<file path="config.mk">
export PLATFORM = sky130hd
export DESIGN_NAME = vpu_wb_addr_queue_v2
export DESIGN_NICKNAME = d
export VERILOG_FILES = /design/src/rtl/vpu_wb_addr_queue_v2.sv
export SDC_FILE = /design/constraint.sdc
export NUM_CORES = 1
export LEC_CHECK = 0
export CORE_MARGIN = 3
export CORE_UTILIZATION = 56
export CTS_CLUSTER_SIZE = 24
export DETAILED_ROUTE_END_ITERATION = 12
export GPL_TIMING_DRIVEN = 0
export PLACE_DENSITY = 0.84
export SLEW_MARGIN = 20
export SYNTH_ARGS = -nofsm -noshare
export SYNTH_HDL_FRONTEND = slang
export SYNTH_SLANG_ARGS = --single-unit
</file>
<file path="constraint.sdc">
create_clock -name clk -period 5.75 [get_ports clk]
set_clock_uncertainty 0.05 [all_clocks]
set_input_delay 1.4375 -clock clk [delete_from_list [all_inputs] [get_ports clk]]
set_output_delay 1.4375 -clock clk [all_outputs]
set_load 0.005 [all_outputs]
</file>
<file path="src/rtl/vpu_wb_addr_queue_v2.sv">
// Write-back address queue: holds destination operand addresses from the VPU
// request side and presents them in order to the write-back stage.
module vpu_wb_addr_queue_v2 #(
    parameter int DEPTH_LG2   = 2,
    parameter int ADDR_W      = 8,
    parameter int PUSH_ONCE   = 1,
    parameter int AFULL_THRES = 3
) (
    input  logic                 clk,
    input  logic                 rst_n,
    input  logic                 flush_i,
    input  logic                 reset_cmd_i,
    input  logic                 valid_i,
    input  logic [ADDR_W-1:0]    waddr_i,
    output logic                 ready_o,
    output logic                 wb_valid_o,
    output logic [ADDR_W-1:0]    wb_waddr_o,
    input  logic                 wb_ready_i,
    output logic [DEPTH_LG2:0]   count_o,
    output logic                 full_o,
    output logic                 empty_o,
    output logic                 afull_o,
    output logic                 ovf_err_o
);

    localparam int DEPTH = 1 << DEPTH_LG2;
    localparam int PTR_W = DEPTH_LG2 + 1;
    localparam int IDX_W = (DEPTH_LG2 > 0) ? DEPTH_LG2 : 1;

    // Pointers differ only in the wrap bit exactly when the queue is full.
    localparam logic [PTR_W-1:0] FULL_XOR  = PTR_W'(DEPTH);
    localparam logic [PTR_W-1:0] AFULL_CNT = PTR_W'(AFULL_THRES);
    localparam logic [IDX_W-1:0] IDX_MASK  = IDX_W'(DEPTH - 1);

    localparam logic [0:0] S_IDLE = 1'b0;
    localparam logic [0:0] S_HELD = 1'b1;

    logic [PTR_W-1:0]  wr_ptr_q, wr_ptr_d;
    logic [PTR_W-1:0]  rd_ptr_q, rd_ptr_d;
    logic [0:0]        state_q, state_d;
    logic              ovf_q, ovf_d;
    logic [ADDR_W-1:0] mem_q [DEPTH];

    logic              full_s;
    logic              empty_s;
    logic              push_allowed_s;
    logic              push_s;
    logic              pop_s;
    logic [IDX_W-1:0]  wr_idx_s;
    logic [IDX_W-1:0]  rd_idx_s;

    assign full_s         = ((wr_ptr_q ^ rd_ptr_q) == FULL_XOR);
    assign empty_s        = (wr_ptr_q == rd_ptr_q);
    assign push_allowed_s = (PUSH_ONCE == 0) || (state_q == S_IDLE);

    // Flush discards any handshake occurring in the same cycle.
    assign push_s   = valid_i && ready_o && !flush_i;
    assign pop_s    = wb_valid_o && wb_ready_i && !flush_i;
    assign wr_idx_s = IDX_W'(wr_ptr_q) & IDX_MASK;
    assign rd_idx_s = IDX_W'(rd_ptr_q) & IDX_MASK;

    assign ready_o    = !full_s && push_allowed_s;
    assign wb_valid_o = !empty_s;
    assign wb_waddr_o = empty_s ? '0 : mem_q[rd_idx_s];
    assign count_o    = wr_ptr_q - rd_ptr_q;
    assign full_o     = full_s;
    assign empty_o    = empty_s;
    assign afull_o    = (count_o >= AFULL_CNT);
    assign ovf_err_o  = ovf_q;

    always_comb begin
        wr_ptr_d = wr_ptr_q;
        rd_ptr_d = rd_ptr_q;
        if (flush_i) begin
            wr_ptr_d = '0;
            rd_ptr_d = '0;
        end else begin
            if (push_s) begin
                wr_ptr_d = wr_ptr_q + PTR_W'(1);
            end
            if (pop_s) begin
                rd_ptr_d = rd_ptr_q + PTR_W'(1);
            end
        end
    end

    // Single-shot mode: one accepted push arms S_HELD until the command completes.
    always_comb begin
        state_d = state_q;
        if (flush_i || (PUSH_ONCE == 0)) begin
            state_d = S_IDLE;
        end else if ((state_q == S_IDLE) && push_s) begin
            state_d = S_HELD;
        end else if ((state_q == S_HELD) && reset_cmd_i) begin
            state_d = S_IDLE;
        end
    end

    // A push blocked by S_HELD is not an overflow; only a blocked-by-full one is.
    always_comb begin
        ovf_d = ovf_q;
        if (flush_i) begin
            ovf_d = 1'b0;
        end else if (valid_i && full_s && push_allowed_s) begin
            ovf_d = 1'b1;
        end
    end

    always_ff @(posedge clk or negedge rst_n) begin
        if (!rst_n) begin
            wr_ptr_q <= '0;
            rd_ptr_q <= '0;
            state_q  <= S_IDLE;
            ovf_q    <= 1'b0;
        end else begin
            wr_ptr_q <= wr_ptr_d;
            rd_ptr_q <= rd_ptr_d;
            state_q  <= state_d;
            ovf_q    <= ovf_d;
        end
    end

    always_ff @(posedge clk) begin
        if (push_s) begin
            mem_q[wr_idx_s] <= waddr_i;
        end
    end

endmodule

</file>
---- Word level (Yosys, flattened, before mapping) ----
Memories as Yosys holds them, arrays and structs flattened.
Cells that the tools add are included.
storage, ports and cells
  register bits ........................... 8
  RAM bits ................................ 32
  bits of input ports ..................... 14
  output and inout port bits .............. 17
  logic and storage cells ................. 41
  memories ................................ 1
cells by class
  add/sub/neg operators ................... 3
  $lt $le $gt $ge ......................... 1
  equality and inequality tests ........... 2
  multiplexer cells ....................... 12
  bitwise logic cells ..................... 2
  reductions and logical operators ........ 16
memories
  name   words  width  rd ports  clocked after memory_dff  wr ports  RTL line  source
  mem_q  4      8      1         0                         1         42        logic [ADDR_W-1:0] mem_q [DEPTH];
operators with widths
  kind                                                 number
  two-way mux 3 bit                                    4
  logical AND 1 bit                                    9
  two-way mux 8 bit                                    1
  two-way mux 1 bit                                    7
  adder 3 x 1 -> 3 bit, second input constant          2
  nonzero test 2 bit                                   3
  equality test 3 bit                                  1
  equality test 3 bit, second input constant           1
  >= comparator 3 x 2 -> 1 bit, second input constant  1
  zero test 1 bit                                      3
  nonzero test 3 bit                                   1
  subtractor 3 bit                                     1
  bitwise XOR 3 bit                                    1
  inverter 1 bit                                       1

---- Longest topological paths before layout ----
  depth in word-level cells ............... 9
  mapped depth ............................ 6
  depth with buffers taken out ............ 6

---- Least setup slack after synthesis ----
Ideal clock, no wire load.
  path kind ............................... reg2out
  from .................................... register rd_ptr_q[1]
  to ...................................... output wb_waddr_o[0]
  arrival time ............................ 1521 ps
  path slack .............................. 2741 ps
  cell stages (with the launch flop) ...... 7
  cell sequence ........................... dfrtp_1 clkbuf_1 inv_1 ha_1 nand2_1 nor2_2 nor2b_1
between the ends
  longest elaborated chain between the ends .. 2
RTL lines
  what                    RTL line  source
  from (decl)             39        logic [PTR_W-1:0] rd_ptr_q, rd_ptr_d;
  from (signal assigned)  117       rd_ptr_q <= rd_ptr_d;
  equality test 3 bit     53        assign empty_s = (wr_ptr_q == rd_ptr_q);
  via empty_o             21        output logic empty_o,
  two-way mux 8 bit       64        assign wb_waddr_o = empty_s ? '0 : mem_q[rd_idx_s];
  to (decl)               17        output logic [ADDR_W-1:0] wb_waddr_o,
The timed path passes the listed nets, and every way through them passes these cells.

---- Final worst setup path ----
  from .................................... register rd_ptr_q[1]
  to ...................................... output empty_o
between the ends
  longest elaborated chain between the ends .. 1
RTL lines
  what                 RTL line
  equality test 3 bit  53
  to (decl)            21
No other way between the ends.

==> results.ini <==
[finish]
layout-drive-gt1-share_pct=15.9
antennaDiodeCount=0
final_common_cell=sky130_fd_sc_hd__edfxtp_1
finalNetCount=172
most-common-layout-cells=sky130_fd_sc_hd__edfxtp_1, sky130_fd_sc_hd__clkdlybuf4s50_1, sky130_fd_sc_hd__nor2b_1
synth_to_layout_area_growth_pct=24.0

[floorplan]
design.portCount=31
die_area_um2=3970
die_x_um=63.0
start_util_pct=59.1
total_number_of_placement_rows=20
die_y_um=63.0
core-area_um2=3080

[synthesis]
synth_cells=113
ys_seq_area_share_pct=63.9
syn_nets=135
synth_xor_area_share_pct=1.86
synthesized_area_fraction_occupied_by_ao_oa_aoi_and_oai_cells_pct=4.82
yosys.area_share.simple_pct=8.60
synth.lib_cells_used.distinct=27
synth.avg_cell_area_um2=16.1
synth.cell_area_um2=1820
post-synth-top-area-fraction_pct=52.9
synth_top_family_by_area=multiplexers
synth_adder_area_share_pct=5.92
synthMuxAreaShare_pct=12.8
ys_warn_count=0
synth_area_leaders=sky130_fd_sc_hd__edfxtp_1, sky130_fd_sc_hd__dfrtp_1, sky130_fd_sc_hd__mux4_2, sky130_fd_sc_hd__ha_1, sky130_fd_sc_hd__nor2b_1
synth_area_leader_cell=sky130_fd_sc_hd__edfxtp_1
postSynthRegisterBits=40

[critical_path]
timing.critical_path.max_delay_family=buffers and inverters
critical_path.max_fanout=10
crit_end=empty_o
critical_path.cell_chain=clkbuf_1 -> inv_1 -> ha_1 -> nand2_1 -> nor2_2 -> clkdlybuf4s50_1
crit_path_end_kind=output pin
critPathKind=register to output pin
critical_path_buf_inv_count=3
timing.critical_path.arrival_ps=2850
r2r_slack_ps=3030
worst_ep_required_time_ps=4260
max_stage_delay_ps=600
critical_path.reg2reg.startpoint=rd_ptr_q[1]$_DFFE_PN0P_
crit_path_top_delay_cell=sky130_fd_sc_hd__clkdlybuf4s50_1
r2r-end=mem_q[1][2]$_DFFE_PP_
startpoint=rd_ptr_q[1]$_DFFE_PN0P_
number_of_cells_on_the_critical_path=6
r2r.worst_path.cells=6
timing.critical_path.from_type=register

[timing]
maxSlewViolCount=0
setup_tns_ps=0
report.final.hold_viol_count=0
actual_transition_at_the_worst_max_transition_pin_ps=587
min_period_ps=4340
slew_headroom_pct=60.9
final_min_period_over_clock_period_pct=75.5
worst_slack_ps=1410
max_freq_mhz=230
setup_viol_count_final=0
rsz_0062_raised_after_global_routing=no

[place]
routabilityCongestion=0.898
dpl_worst_slack_ps=1770
place.port_buffers=30
estimated_wirelength_of_the_detail_placed_design_mm=2.34

[route]
antenna_violating_nets_post_route=0
detailroute.via_count=1047
dr.pass1.iters=4
drt-vias-per-instance=5.37
drcViolationCount=0
avgRoutedWirePerCell_um=16.7
detail_route.iter0.violations=44
wl_mm=3.26

[grt]
wire_length_of_the_first_global_routing_pass_mm=5.32
via_count_of_the_first_global_routing_pass=1131
grt_overflow=0
grt_util_all_layers_pct=18.3
antenna_found_initial=0
grt_start_max_net_pins=14

[power_and_ir_drop]
net-switching-power_uw=181
power.share.clock_pct=26.3
peakVddDrop_mv=0.243
share_seq_of_total_power_pct=46.6
switching_fraction_pct=25.7
power_share_of_the_combinational_group_pct=27.1
power.internal_uw=524
power.density_nw_per_um2=313
total_power_uw=705
leakagePower_uw=0.000838

[cts]
cts_resized=0
htree_levels=2
cts_inserted_buffers=5
post_cts_buffers=0
path_clk_slew_ps=120
tritoncts=built
clock_tree.root_cell=sky130_fd_sc_hd__clkbuf_4
cts-hold-fix-buffers=0
insertion_delay_ps=350
clk_path_buf_depth=2
cts.sinks=40

[job]
max_cap_violations=0

[run_status]
status=finished clean

[min_path]
hold_path_class=register to register

-- state kept, by name, indices dropped and copies added, names as in the netlist --
| name | cells |
|---|---|
| rd_ptr_q | 3 |
| ovf_err_o | 1 |
| mem_q | 32 |
| wr_ptr_q | 3 |
| state_q | 1 |
-- synthesized netlist by cell type (all sizes together) --
master   count
edfxtp      32
nor2b       13
nor2         9
dfrtp        8
mux4         8
ha           7
inv          7
and3         4
mux2         4
a21boi       2
clkbuf       2
nand2        2
o2111ai      2
o31ai        2
xnor2        2
a21o         1
a21oi        1
a31oi        1
and2         1
buf          1
fa           1
o211a        1
o21a         1
xor2         1
-- through the flow --
| stage | cells | util (%) | cell area [um^2] | hold WS (ps) |
|---|---|---|---|---|
| detailed placement | 187 | 70.6 | 2170 | 461 |
| floorplan | 113 | - | 1820 | 436 |
| CTS | 195 | 73.2 | 2250 | 491 |
| global route | 195 | 73.2 | 2250 | 538 |
| global placement | 187 | 70.6 | 2170 | 436 |
| finish | 195 | 73.2 | 2250 | 481 |
-- routing by layer --
metal	track usage, %	vias to the layer above	routed length [um]
met4	7.16	0	47
li1	-	494	-
met5	0	-	0
met2	31.6	24	1700
met3	5.58	6	133
met1	21.2	523	1380
-- tightest hold or removal path, stage by stage, from the launching register on --
cell and delay (ps):
sky130_fd_sc_hd__dfrtp_1 370, sky130_fd_sc_hd__a31oi_1 40, sky130_fd_sc_hd__nor2_1 80
-- how the worst min path moves through the flow --
stage                     startpoint                     to  slack (ps)  cells past startpoint
2_1_floorplan  ovf_err_o$_DFFE_PN0P_  ovf_err_o$_DFFE_PN0P_         440                      2
3_3_place_gp   ovf_err_o$_DFFE_PN0P_  ovf_err_o$_DFFE_PN0P_         440                      2
3_5_place_dp   ovf_err_o$_DFFE_PN0P_  ovf_err_o$_DFFE_PN0P_         460                      2
4_1_cts        ovf_err_o$_DFFE_PN0P_  ovf_err_o$_DFFE_PN0P_         490                      2
5_1_grt        ovf_err_o$_DFFE_PN0P_  ovf_err_o$_DFFE_PN0P_         540                      2
6_report       ovf_err_o$_DFFE_PN0P_  ovf_err_o$_DFFE_PN0P_         480                      2
-- logic make-up after synthesis --
logic type,count (synthesis)
adder cells (fa/ha/maj),8
buffers and inverters,10
AND/OR/NAND/NOR,29
flip-flops,40
XOR/XNOR,3
AO/OA/AOI/OAI,11
multiplexers,12
-- area by class of cell --
cell class / count / area (um^2)
flip-flops and latches: 40 / 1160
fillers: 210 / 825
multi-input cells: 63 / 618
repair buffers: 30 / 300
well taps: 44 / 55.1
clock inverters: 3 / 42.5
clock buffers: 5 / 37.5
inverters: 7 / 26.3
plain buffers: 3 / 12.5
-- power groups by stage --
stage	clock [uW]	sequential [uW]	combinational [uW]
2_1_floorplan	0	333	95.7
3_3_place_gp	0	334	188
3_5_place_dp	0	335	194
4_1_cts	189	329	194
5_1_grt	203	330	208
6_report	185	329	191
Note: power is estimated with default switching activity, not from simulation.
